==> src/rtl/div_sched.sv <==
// Round-robin front end for a shared two-stage fixed-point divider: arbitrates
// requesters, aligns operands to the divider stages, and routes saturated results back.
module div_sched #(
  parameter int unsigned N_REQ = 4,
  parameter int unsigned A_W   = 9,
  parameter int unsigned B_W   = 9,
  parameter int unsigned O_I_W = 4,
  parameter int unsigned O_F_W = 8
) (
  input  logic                     clk,
  input  logic                     rst,
  input  logic [N_REQ-1:0]         req_valid,
  output logic [N_REQ-1:0]         req_ready,
  input  logic [N_REQ*A_W-1:0]     req_a,
  input  logic [N_REQ*B_W-1:0]     req_b,
  output logic [A_W-1:0]           div_a,
  output logic [B_W-1:0]           div_b,
  input  logic [O_I_W+O_F_W-1:0]   div_o,
  output logic [N_REQ-1:0]         rsp_valid,
  output logic [O_I_W+O_F_W-1:0]   rsp_o,
  output logic                     rsp_sat,
  output logic                     rsp_dz
);

  localparam int unsigned IDX_W = (N_REQ > 1) ? $clog2(N_REQ) : 1;
  localparam int unsigned CMP_W = ((A_W > B_W) ? A_W : B_W) + O_I_W + 1;

  typedef struct packed {
    logic             vld;
    logic [IDX_W-1:0] idx;
    logic             dz;
    logic             ovf;
  } tag_t;

  logic [IDX_W:0]   w_sh;
  logic [IDX_W:0]   w_sum;
  logic [N_REQ-1:0] w_rot;
  logic             w_any;
  logic             w_acc;
  logic [IDX_W-1:0] w_idx;
  logic [A_W-1:0]   w_a;
  logic [B_W-1:0]   w_b;
  logic             w_dz;
  logic             w_ovf;

  logic [IDX_W-1:0] r_ptr;
  logic [B_W-1:0]   r_b1;
  tag_t             r_tag1;
  tag_t             r_tag2;
  tag_t             r_tag3;

  // Rotate valids so bit 0 is the pointer position; lowest set bit wins.
  always_comb begin
    w_sh  = (IDX_W+1)'(N_REQ) - (IDX_W+1)'(r_ptr);
    w_rot = (req_valid >> r_ptr) | (req_valid << w_sh);
    w_any = 1'b0;
    w_idx = '0;
    w_sum = '0;
    for (int k = N_REQ - 1; k >= 0; k--) begin
      if (w_rot[k]) begin
        w_any = 1'b1;
        w_sum = (IDX_W+1)'(r_ptr) + (IDX_W+1)'(k);
        w_idx = (w_sum >= (IDX_W+1)'(N_REQ)) ? IDX_W'(w_sum - (IDX_W+1)'(N_REQ))
                                             : IDX_W'(w_sum);
      end
    end
  end

  assign w_acc     = w_any & ~rst;
  assign req_ready = w_acc ? (N_REQ'(1) << w_idx) : '0;

  // Operand select and exception classification for the granted request.
  always_comb begin
    w_a = '0;
    w_b = '0;
    for (int k = 0; k < N_REQ; k++) begin
      if (w_idx == IDX_W'(k)) begin
        w_a = req_a[k*A_W +: A_W];
        w_b = req_b[k*B_W +: B_W];
      end
    end
    w_dz  = (w_b == '0);
    w_ovf = !w_dz && (CMP_W'(w_a) >= (CMP_W'(w_b) << O_I_W));
  end

  always_ff @(posedge clk) begin
    if (rst) begin
      r_ptr     <= '0;
      r_b1      <= '0;
      r_tag1    <= '0;
      r_tag2    <= '0;
      r_tag3    <= '0;
      div_a     <= '0;
      div_b     <= '0;
      rsp_valid <= '0;
      rsp_o     <= '0;
      rsp_sat   <= 1'b0;
      rsp_dz    <= 1'b0;
    end else begin
      if (w_acc) begin
        div_a <= w_a;
        r_b1  <= w_dz ? B_W'(1) : w_b;
        r_ptr <= (w_idx == IDX_W'(N_REQ - 1)) ? '0 : w_idx + IDX_W'(1);
      end
      // Divisor lags the dividend by one edge to match the divider's input staging.
      if (r_tag1.vld) begin
        div_b <= r_b1;
      end
      r_tag1.vld <= w_acc;
      r_tag1.idx <= w_idx;
      r_tag1.dz  <= w_dz;
      r_tag1.ovf <= w_ovf;
      r_tag2     <= r_tag1;
      r_tag3     <= r_tag2;
      if (r_tag3.vld) begin
        rsp_valid <= N_REQ'(1) << r_tag3.idx;
        rsp_o     <= (r_tag3.dz | r_tag3.ovf) ? '1 : div_o;
        rsp_sat   <= r_tag3.dz | r_tag3.ovf;
        rsp_dz    <= r_tag3.dz;
      end else begin
        rsp_valid <= '0;
        rsp_o     <= '0;
        rsp_sat   <= 1'b0;
        rsp_dz    <= 1'b0;
      end
    end
  end

endmodule
==> config.mk <==
export PLATFORM = sky130hd
export DESIGN_NAME = div_sched
export DESIGN_NICKNAME = d
export VERILOG_FILES = /design/src/rtl/div_sched.sv
export SDC_FILE = /design/constraint.sdc
export NUM_CORES = 1
export LEC_CHECK = 0
export CORE_MARGIN = 2
export CORE_UTILIZATION = 40
export DETAILED_ROUTE_END_ITERATION = 8
export HOLD_SLACK_MARGIN = 0.05
export PLACE_DENSITY_LB_ADDON = 0.2
export SLEW_MARGIN = 20
export SYNTH_ARGS = -nofsm -noshare
export SYNTH_HDL_FRONTEND = slang
export SYNTH_SLANG_ARGS = --single-unit
==> constraint.sdc <==
create_clock -name clk -period 5.78 [get_ports clk]
set_input_delay 1.156 -clock clk [delete_from_list [all_inputs] [get_ports clk]]
set_output_delay 1.156 -clock clk [all_outputs]
set_load 0.05 [all_outputs]
# --- After elaboration in Yosys (flattened, before gate mapping) ---
# Cells that the tools add are included.
word_totals:
  register_bits: 62
  input_bits: 90
  out_inout_bits: 40
  word_cells: 75
op_classes:
  add_sub_neg: 9
  magnitude_cmp: 5
  n_eq_ne: 3
  shifts: 4
  mux: 24
  bitwise: 5
  n_reduce_logical: 5
ops:
  columns: ["operator", "count"]
  rows:
  - ["$mux W9", 9]
  - ["$mux W2", 9]
  - ["$ge A9 B13 Y1", 1]
  - ["$mux W12", 1]
  - ["$ge A3 B3 Y1 const B", 3]
  - ["$logic_not A9 Y1", 1]
  - ["$shl A1 B2 Y4 const A", 2]
  - ["$sub A2 B1 Y2 const B", 4]
  - ["$add A2 B2 Y3 const B", 2]
  - ["$eq A2 B2 Y1 const B", 2]
  - ["$mux W1", 4]
  - ["$mux W4", 1]
  - ["$or A4 B4 Y4", 1]
  - ["$shl A4 B3 Y4", 1]
  - ["$shr A4 B2 Y4", 1]
  - ["$add A2 B1 Y3 const B", 1]
  - ["$ge A2 B3 Y1 const B", 1]
  - ["$sub A3 B2 Y3 const A", 1]
  - ["$add A2 B1 Y2 const B", 1]
  - ["$eq A2 B1 Y1 const B", 1]
  - ["$logic_not A2 Y1", 1]
  - ["$not A1 Y1", 2]
  - ["$reduce_or A2 Y1", 1]
  - ["$and A1 B1 Y1", 1]
  - ["3 further kinds", 3]

# --- Logic depth before layout (Yosys ltp) ---
# Gate-level depths: netlist of run 1.
depth:
  word_depth: 15
  depth_mapped: 24
  mapped_depth_nobuf: 20

# --- Least setup slack after synthesis of run 1 ---
# OpenSTA, ideal clock, no wires.
synth_timing:
  path_type: "in2out"
  startpoint: "input req_valid[3]"
  endpoint: "output req_ready[3]"
  t_arrival_ns: 3.771
  required_ns: 4.624
  path_slack_ns: 0.853
  stages: 11
  path_buffers: 3
  cell_sequence: "mux2i_1 > nor2_1 > a311o_1 > o311ai_0 > a32oi_1 > inv_1 > ha_1 > clkbuf_1 > clkbuf_1 > clkbuf_1 > and2_1"
synth_between:
  elab_chain_len: 8
  elab_cells_between_ends: 14
  cone_classes: "3 x shift; 9 x mux; 2 x bitwise"
synth_rtl:
  columns: ["item", "line_no", "text"]
  rows:
  - ["from (decl)", "12", "input logic [N_REQ-1:0] req_valid,"]
  - ["$shl A4 B3 Y4 / $shr A4 B2 Y4 (equally long branches)", "55", "w_rot = (req_valid >> r_ptr) | (req_valid << w_sh);"]
  - ["$or A4 B4 Y4 *", "55", null]
  - ["$mux W2 (3 in series)", "60", "if (w_rot[k]) begin"]
  - ["$mux W2 *", "60", null]
  - ["named net w_idx[1]", "40", "logic [IDX_W-1:0] w_idx;"]
  - ["$shl A1 B2 Y4 *", "70", "assign req_ready = w_acc ? (N_REQ'(1) << w_idx) : '0;"]
  - ["$mux W4 *", "70", null]
  - ["to (decl)", "13", "output logic [N_REQ-1:0] req_ready,"]
# The timed path passes the listed nets; every way through them passes the cells marked *.

# --- Worst setup path after layout of run 1 ---
layout_timing:
  startpoint: "register r_ptr[0]"
  endpoint: "output req_ready[0]"
layout_between:
  elab_chain_len: 9
  elab_cells_between_ends: 30
  cone_classes: "8 x add/sub; 4 x order compare; 3 x shift; 13 x mux; 2 x bitwise"
layout_rtl:
  columns: ["item", "line_no", "text"]
  rows:
  - ["from (decl)", "46", "logic [IDX_W-1:0] r_ptr;"]
  - ["from (signal assigned)", "103", "r_ptr <= (w_idx == IDX_W'(N_REQ - 1)) ? '0 : w_idx + IDX_W'(1);"]
  - ["$sub A3 B2 Y3 / $add A2 B2 Y3 (equally long branches)", "54, 62", null]
  - ["$shl A4 B3 Y4, or another cell as far along", "55", null]
  - ["$or A4 B4 Y4 / $mux W2 (equally long branches)", "55, 63", null]
  - ["$mux W2 / $mux W1 (equally long branches) (4 in series)", "60", null]
  - ["$shl A1 B2 Y4 / $and A1 B1 Y1 (equally long branches)", "70, 69", null]
  - ["$mux W4 *", "70", null]
# Every way passes the cells marked *; elsewhere a longest branch is shown, timed or not.

==> results.toml, run 1 <==
[clocking]
root_buffer = "clkbuf_8"
numCtsBuffers = 9
max-clock-path-buffers = 2
clk_slew_on_worst_s_h_paths_ns = 0.06
numClockSinks = 62
hold_buffers = 0
worstSkewPairLatency_ns = 0.33
number_of_buffers_inserted_to_repair_setup_after_cts = 0
ctsResizeCount = 0
h-tree-depth = 3
clock_tree_from_tritoncts = "yes"

[job]
drv_cap = 0

[critical_path]
cp_slowest_stage_delay_ns = 0.80
rr_startpoint = "r_ptr[0]"
critical_path.max_fanout = 16
ordered_cell_list_for_the_critical_path = "inv_1, ha_1, nor2_1, a21boi_0, a311oi_2, o311ai_0, a32oi_1, ha_1, and2_1, clkdlybuf4s50_1"
worst_path_most_repeated_cell = "ha_1"
critical_path_class = "reg2out"
worst_r2r_path_depth = 19
startpoint_type = "flip-flop"
worst-path-buf-inv = 2
slowest_stage = "clkdlybuf4s50_1"
timing.rr.end = "r_tag1[0]"
setup.worst_path.end_class = "output port"
cp_data_arrival_time_ns = 4.25
r2r_slack_ns = 0.60
critical_path.top_delay_family = "compound AO/OA/AOI/OAI gates"
crit_required_ns = 4.62

[global_route]
global_route.usage.total_pct = 20.15
first_pass_grt_wire_length_um = 13160
groute.layer.met1.usage_pct = 22.65
gr-usage-met2_pct = 34.52
grt_pass1_vias = 2841
grt-ovfl-total = 0
use_met3_pct = 6.287
busiest_layer = "met2"
grt_antenna_before_repair = 0
grt_start_max_net_pins = 43

[floorplanning]
initial_utilization_pct = 41.16
die_height_um = 90.16
floorplan.core_area_mm2 = 0.007214
die_width_um = 90.16
rows = 31
die_area_mm2 = 0.008128
num_io_pins = 130

[yosys]
syn_inst = 335
yosys.cell_types.count = 45
synth-edff-count = 0
synth-seq-cells = 62
yosysWarnings = 0
synth_sequential_area_ratio_pct = 41.80
synth_area_per_cell_um2 = 8.863
syn_area_mm2 = 0.002969
synthArstFlopShare_pct = 0
post_synthesis_net_count = 435
ys.flop_type = "dfxtp_1"

[placed_design]
dp_hpwl_um = 6488
minimum_setup_slack_after_placement_ns = 0.4194
dpl.cell_count = 546
postPlaceCellArea_mm2 = 0.004344
numPortBuffers = 129
place.gp.congestion = 0.8284

[timing]
final.setup_skew_ns = 0.006083
slew_headroom_pct = 49.73
tightest_slew_ns = 0.7541
rsz0062_at_grt = "false"
setup-tns-final_ns = 0
fmax_ghz = 0.1851
report.final.hold_viol_count = 0
report.final.slew_viol_count = 0
finalSetupViolations = 0
period_minus_slack_ns = 5.403
setup_slack_ns = 0.3772
fin_crit_sh_pct = 93.47

[route]
routed_wirelength_um = 8233
firstDrtPassIters = 5
via_per_inst = 5.185
route.detailed.wl_per_inst_um = 14.65
drc_errors = 0
antenna_violating_nets_left = 0
drt-initial-drc-count = 117
route.vias.total = 2914

[finish]
num-fill-cells = 656
final_cell_mix = "126 x clkdlybuf4s50_1, 62 x dfxtp_1, 39 x nor2_1, 21 x nor2b_1, 20 x mux2i_1"
finish.instance_area_mm2 = 0.004512
diodes = 0
final_common_cell = "clkdlybuf4s50_1"
synthToLayoutAreaGrowth_pct = 51.96
area.sequential_mm2 = 0.001241
multiInputGateArea_mm2 = 0.001546
instances_no_fill = 562
final_nets = 558
proportion_of_layout_cells_with_a_drive_suffix_above_1_pct = 6.263

[worst_hold_path]
hold_path_depth = 1
worstHoldStart = "r_tag2[2]"
worstHoldPathType = "reg2reg"
hold_end = "r_tag3[2]"

[pwr]
leakagePower_uw = 0.001930
pwr-share-comb_pct = 68.6
power-per-cell-area_mw_per_mm2 = 627.0
sequentialPowerShare_pct = 20.2
power.share.clock_pct = 11.2
ir_drop_worst_vdd_mv = 0.3865
netSwitchingFraction_pct = 47.65
power.switching_uw = 1348
p_int_uw = 1481

[outcome]
run_status = "complete, no violations"
## registers in the layout, indices dropped and copies added (netlist names), 4 cells and up
| signal | cells |
|---|---|
| r_b1 | 9 |
| rsp_valid | 4 |
| div_a | 9 |
| r_tag3 | 5 |
| div_b | 9 |
| r_tag1 | 5 |
| r_tag2 | 5 |
| rsp_o | 12 |
## worst reg2reg max path: stages, from the launching register on
cell	delay, ns
dfxtp_1	0.65
inv_1	0.17
ha_1	0.48
nor2_1	0.15
a21boi_0	0.16
a311oi_2	0.45
o311ai_0	0.24
a32oi_1	0.40
inv_1	0.13
ha_1	0.46
a221o_1	0.36
a22o_1	0.24
inv_1	0.13
ha_1	0.27
nor2b_1	0.15
o21a_1	0.16
o21ai_0	0.16
nand2b_1	0.07
a21oi_1	0.15
a211oi_1	0.08
## Yosys cell counts (2+ instances only)
cell type / n / area [um2]
dfxtp_1: 62 / 1241
nand3_1: 3 / 15.01
a211oi_1: 12 / 90.09
ha_1: 10 / 125.1
mux2i_1: 20 / 200.2
a31oi_1: 2 / 12.51
a21o_1: 15 / 112.6
o21ai_0: 7 / 35.03
nand2b_1: 4 / 25.02
nor3_1: 8 / 40.04
a221o_1: 5 / 50.05
nor2b_1: 21 / 131.4
buf_6: 2 / 22.52
a22oi_1: 8 / 60.06
a311oi_2: 2 / 30.03
o21a_1: 3 / 22.52
inv_1: 15 / 56.30
nand4_1: 2 / 12.51
a221oi_1: 8 / 70.07
nand2_1: 15 / 56.30
buf_2: 7 / 35.03
and2_1: 6 / 37.54
o31ai_1: 4 / 30.03
nor2_1: 39 / 146.4
o22ai_1: 5 / 31.28
a21oi_1: 17 / 85.08
clkbuf_1: 15 / 56.30
## power groups by stage
stage,clock [uW],combinational (uW),sequential [uW]
6_report,317,1940,572
5_1_grt,350,2120,582
4_1_cts,328,1930,573
3_5_place_dp,0,1910,582
3_3_place_gp,0,1840,580
2_1_floorplan,0,1310,662
## how the worst max path moves through the flow
stage                       from            to  depth (start not counted)
global route            r_ptr[0]  req_ready[0]                         10
finish                  r_ptr[0]  req_ready[0]                         10
floorplan           req_valid[3]  req_ready[3]                         11
CTS                     r_ptr[0]  req_ready[0]                         10
detailed placement  req_valid[0]     r_tag1[0]                         18
global placement    req_valid[1]  req_ready[0]                          9
## kinds of logic after synthesis
group | Yosys count | synth area share [%]
AND/OR/NAND/NOR | 106 | 17.53
AO/OA/AOI/OAI | 96 | 23.60
adder cells (fa/ha/maj) | 10 | 4.214
flip-flops | 62 | 41.80
buffers and inverters | 41 | 6.110
multiplexers | 20 | 6.742
## routing by layer
metal / up-vias / routed length (um)
met4: 0 / 242
li1: 1440 / -
met5: - / 0
met3: 19 / 642
met1: 1310 / 3474
met2: 145 / 3873
## final cells by class
type,count,share of cell area (%)
clock buffers,12,3.217
clock inverters,4,0.4992
inverters,15,1.248
multi-input cells,232,34.28
flip-flops and latches,62,27.51
well taps,99,2.745
repair buffers,138,30.50
## through the flow
| step | total power (uW) | utilization, % | hold slack [ns] |
|---|---|---|---|
| after CTS | 2831 | 62.54 | 0.4388 |
| final | 2829 | 62.54 | 0.4336 |
| after floorplan | 1976 | - | 0.4138 |
| after global routing | 3050 | 62.54 | 0.4512 |
| after global placement | 2420 | 60.22 | 0.4164 |
| after detailed placement | 2489 | 60.22 | 0.4239 |
Note: power is estimated with default switching activity, not from simulation.
==> run 2, diff against run 1 <==
- ABC_AREA: not set -> 0
- clock period: 5.78 -> 5.52 ns (I/O delays scaled with it)
==> run 2 against run 1 <==
Compared with the run above:
- critical path type is now in2out
- final cell count down 0.18%
- routed wire length down 2.6%
- final area up 0.25%
- die area unchanged
- first-iteration DRC count down 6.0%
- highest routed layer unchanged
- worst setup slack better by 0.035 ns
- sequential share of layout area about the same
- sequential power up 4.9%
- critical endpoint is now req_ready[2]
==> results.toml, run 2 (synthesized netlist as in run 1, its figures left out) <==
[outcome]
run_status = "complete, no violations"

[pwr]
power-per-cell-area_mw_per_mm2 = 649.8
ir_drop_worst_vdd_mv = 0.5491
post-layout-total-power_uw = 2939
leakagePower_uw = 0.001936

[route]
firstDrtPassIters = 4
route.detailed.wl_per_inst_um = 14.29
drt-initial-drc-count = 110
drc_errors = 0
via_per_inst = 5.166
route.vias.total = 2898
routed_wirelength_um = 8016
antenna_violating_nets_left = 0

[critical_path]
crit_required_ns = 4.42
ordered_cell_list_for_the_critical_path = "clkdlybuf4s50_1, mux2i_1, nor2_1, a311o_1, o311ai_0, a32oi_1, inv_1, ha_1, and2_1, buf_12"
startpoint_type = "input port"
cp_slowest_stage_delay_ns = 0.66
cp_data_arrival_time_ns = 4.00
setup.worst_path.end_class = "output port"
slowest_stage = "ha_1"
critical_path_class = "in2out"
critical_path.max_fanout = 25
worst-path-buf-inv = 3
critical_path.top_delay_family = "compound AO/OA/AOI/OAI gates"

[timing]
final.setup_skew_ns = 0.009660
fmax_ghz = 0.1958
setup_slack_ns = 0.4117
finalSetupViolations = 0
report.final.hold_viol_count = 0
slew_headroom_pct = 48.52
report.final.slew_viol_count = 0
rsz0062_at_grt = "false"
setup-tns-final_ns = 0
tightest_slew_ns = 0.7722
fin_crit_sh_pct = 92.54
period_minus_slack_ns = 5.108

[finish]
final_cell_mix = "125 x clkdlybuf4s50_1, 61 x dfxtp_1, 39 x nor2_1, 21 x nor2b_1, 20 x mux2i_1"
largest-register = "rsp_o"
final_common_cell = "clkdlybuf4s50_1"
num-fill-cells = 640
diodes = 0
postLayoutCoreUtil_pct = 62.70
synthToLayoutAreaGrowth_pct = 52.34
proportion_of_layout_cells_with_a_drive_suffix_above_1_pct = 6.277
instances_no_fill = 561
final_nets = 558
flip_flop_count_of_the_largest_register_after_layout = 12

[clocking]
ctsResizeCount = 0
hold_buffers = 0
clock_tree_from_tritoncts = "yes"
h-tree-depth = 3
number_of_buffers_inserted_to_repair_setup_after_cts = 0
numClockSinks = 62
max-clock-path-buffers = 2
clk_slew_on_worst_s_h_paths_ns = 0.06
worstSkewPairLatency_ns = 0.33
root_buffer = "clkbuf_8"
numCtsBuffers = 9

[floorplanning]
rows = 31
die_area_mm2 = 0.008128
num_io_pins = 130
floorplan.core_area_mm2 = 0.007214
die_width_um = 90.16
die_height_um = 90.16
initial_utilization_pct = 41.16

[placed_design]
place.gp.congestion = 0.8173
minimum_setup_slack_after_placement_ns = 0.2028
dp_hpwl_um = 6303
numPortBuffers = 129
dpl.cell_count = 546

[worst_hold_path]
worstHoldPathType = "reg2reg"

[global_route]
first_pass_grt_wire_length_um = 12990
grt-ovfl-total = 0
grt_start_max_net_pins = 43
global_route.usage.total_pct = 19.86
grt_pass1_vias = 2793
grt_antenna_before_repair = 0

[job]
drv_cap = 0
## run 2: cell type report
| class | instances | area, um2 | area share (%) |
|---|---|---|---|
| Tap cell | 99 | 123.9 | 2.739 |
| Multi-Input combinational cell | 232 | 1546 | 34.19 |
| Sequential cell | 62 | 1242 | 27.47 |
| Clock inverter | 1 | 5.005 | 0.1107 |
| Clock buffer | 14 | 162.7 | 3.596 |
| Timing Repair Buffer | 138 | 1386 | 30.65 |
| Inverter | 15 | 56.30 | 1.245 |
## run 2: power by group
part / switching (uW) / internal (uW) / total (uW)
clock: 150 / 185 / 335
combinational: 1160 / 844 / 2000
sequential: 61.2 / 539 / 600
total: 1370 / 1570 / 2940
## run 2: layer usage
layer  global-route usage (%)  vias up  part of all wire (%)  wire (um)
li1                         -     1442                     -          -
met3                    5.868       18                   9.2        741
met5                        0        -                     0          0
met4                    11.15        0                   3.3        261
met1                    23.62     1287                    42       3354
met2                    32.02      151                    46       3659
## run 2: path summary, 6_finish.rpt
| path | from | to | slack (ns) | depth (start not counted) |
|---|---|---|---|---|
| max | req_valid[3] | req_ready[2] | 0.41 | 10 |
| min | r_tag1[3] | r_tag2[3] | 0.43 | 1 |
| max reg2reg | r_ptr[1] | r_tag1[0] | 0.52 | 18 |
| min reg2reg | r_tag1[3] | r_tag2[3] | 0.43 | 1 |
## run 2: stage by stage
| stage | area [um2] | hold slack, ns |
|---|---|---|
| finish | 4523 | 0.4325 |
| global route | 4523 | 0.4539 |
| CTS | 4522 | 0.4342 |
| detailed placement | 4354 | 0.4248 |
| global placement | 4354 | 0.4183 |
| floorplan | 2969 | 0.4138 |
==> run 3, diff against run 2 <==
- CELL_PAD_IN_SITES_DETAIL_PLACEMENT: not set -> 0
- CELL_PAD_IN_SITES_GLOBAL_PLACEMENT: not set -> 2
- CORE_UTILIZATION: 40 -> 23
- PLACE_DENSITY_LB_ADDON: 0.2 -> 0.1
==> run 3 against run 2 <==
Compared with the run above:
- clock power rose by 49%
- sequential share of layout area decreased by 1.3 points
- utilization shrank 25 points
- global-route usage fell by 7.0 points
- register-to-register slack improved by 0.04 ns
- via count down 2.7%
- sequential power fell by 1%
- sequential cell count unchanged
- worst setup slack better by 0.022 ns
- first-iteration DRC count increased by 15%
- power rose by 8.2%
- routed wire length grew 13%
- largest cell class unchanged
==> results.toml, run 3 (synthesized netlist as in run 1, its figures left out) <==
[pwr]
leakagePower_uw = 0.001996
power-per-cell-area_mw_per_mm2 = 671.1
ir_drop_worst_vdd_mv = 0.2379
post-layout-total-power_uw = 3179

[route]
maxUsedRoutingLayer = "met4"
wire_length_on_met2_um = 3816
route.vias.total = 2820
via_per_inst = 4.427
drc_errors = 0
routed_wirelength_um = 9072
drt-initial-drc-count = 126
firstDrtPassIters = 4
met3_wirelength_um = 853
route.detailed.wl_per_inst_um = 14.24
antenna_violating_nets_left = 0
drt-met1-wl_um = 4248

[finish]
num-fill-cells = 1322
flip_flop_count_of_the_largest_register_after_layout = 12
final_cell_mix = "125 x clkdlybuf4s50_1, 62 x dfxtp_1, 39 x nor2_1, 21 x nor2b_1, 20 x mux2i_1"
synthToLayoutAreaGrowth_pct = 59.54
proportion_of_layout_cells_with_a_drive_suffix_above_1_pct = 6.667
final_nets = 561
final_common_cell = "clkdlybuf4s50_1"
diodes = 0
largest-register = "rsp_o"

[timing]
setup-tns-final_ns = 0
tightest_slew_ns = 0.7025
report.final.slew_viol_count = 0
finalSetupViolations = 0
rsz0062_at_grt = "false"
final.setup_skew_ns = 0.004959
setup_slack_ns = 0.4333
report.final.hold_viol_count = 0
slew_headroom_pct = 53.16
fin_crit_sh_pct = 92.15
fmax_ghz = 0.1966
period_minus_slack_ns = 5.087

[clocking]
worstSkewPairLatency_ns = 0.32
root_buffer = "clkbuf_16"
h-tree-depth = 3
ctsResizeCount = 0
clk_slew_on_worst_s_h_paths_ns = 0.05
numCtsBuffers = 9
numClockSinks = 62
clock_tree_from_tritoncts = "yes"
hold_buffers = 0
max-clock-path-buffers = 2
number_of_buffers_inserted_to_repair_setup_after_cts = 0

[critical_path]
critical_path_class = "in2out"
setup.worst_path.start = "req_valid[3]"
crit_required_ns = 4.42
cp_data_arrival_time_ns = 3.98
cp_slowest_stage_delay_ns = 0.62
slowest_stage = "ha_1"
setup.worst_path.end_class = "output port"
startpoint_type = "input port"
rr_startpoint = "r_ptr[1]"
critical_path.max_fanout = 20
ordered_cell_list_for_the_critical_path = "clkdlybuf4s50_1, mux2i_1, nor2_1, a311o_1, o311ai_0, a32oi_1, inv_1, ha_1, and2_1, buf_12"

[floorplanning]
floorplan.core_area_mm2 = 0.01262
die_area_mm2 = 0.01383
initial_utilization_pct = 23.53
rows = 41
die_height_um = 117.6
die_width_um = 117.6
num_io_pins = 130

[global_route]
grt-ovfl-total = 0
first_pass_grt_wire_length_um = 13910
grt_start_max_net_pins = 43
global_route.usage.total_pct = 12.87
grt_pass1_vias = 2699
grt_antenna_before_repair = 0

[placed_design]
numPortBuffers = 129
dp_hpwl_um = 7167
minimum_setup_slack_after_placement_ns = 0.2023
place.gp.congestion = 0.8496

[outcome]
run_status = "complete, no violations"

[worst_hold_path]
worstHoldPathType = "reg2reg"
worstHoldStart = "r_tag1[1]"

[job]
drv_cap = 0
[run 3: cell count changes in the layout (fill, tap and decap cells not counted), sizes merged]
cell / delta
buf: +3
[run 3: power by group]
| group | total, uW | leakage, uW | switching, uW | internal, uW |
|---|---|---|---|---|
| combinational | 2090 | 0.00136 | 1220 | 870 |
| clock | 500 | 0.000133 | 175 | 324 |
| sequential | 591 | 0.000507 | 51.9 | 539 |
[run 3: per-stage QoR]
stage               cells  area, um2  hold slack, ns  utilization (%)
finish                637       4737          0.4308            37.54
global route          637       4737          0.4522            37.54
CTS                   637       4737          0.4365            37.54
detailed placement    622       4468          0.4247            35.41
global placement      622       4468          0.4222            35.41
floorplan             335       2969          0.4138                -
[run 3: layer usage]
metal / vias to the layer above / global-route usage, %
met5: - / 0
met1: 1227 / 16.05
met3: 12 / 4.990
met4: 0 / 5.422
li1: 1452 / -
met2: 129 / 19.77
[run 3: worst max-delay path, delay by kind of cell]
family          cells  cell delay, ns
buf+inv             3            0.81
fa+ha+maj           1            0.62
mux                 1            0.23
compound gates      3            0.87
simple gates        2            0.34
[run 3: layout make-up]
type,count,area (um2),share of cell area [%]
Clock buffer,14,264.0,5.573
Clock inverter,1,5.005,0.1057
Inverter,15,56.30,1.189
Multi-Input combinational cell,232,1546,32.65
Sequential cell,62,1241,26.20
Tap cell,172,215.2,4.543
Timing Repair Buffer,141,1409,29.74
[run 3: worst paths after layout]
path | endpoint | slack, ns | cells after the start
setup / recovery | req_ready[2] | 0.43 | 10
hold / removal | r_tag2[1] | 0.43 | 1
setup reg to reg | r_tag1[0] | 0.56 | 18
hold reg to reg | r_tag2[1] | 0.43 | 1
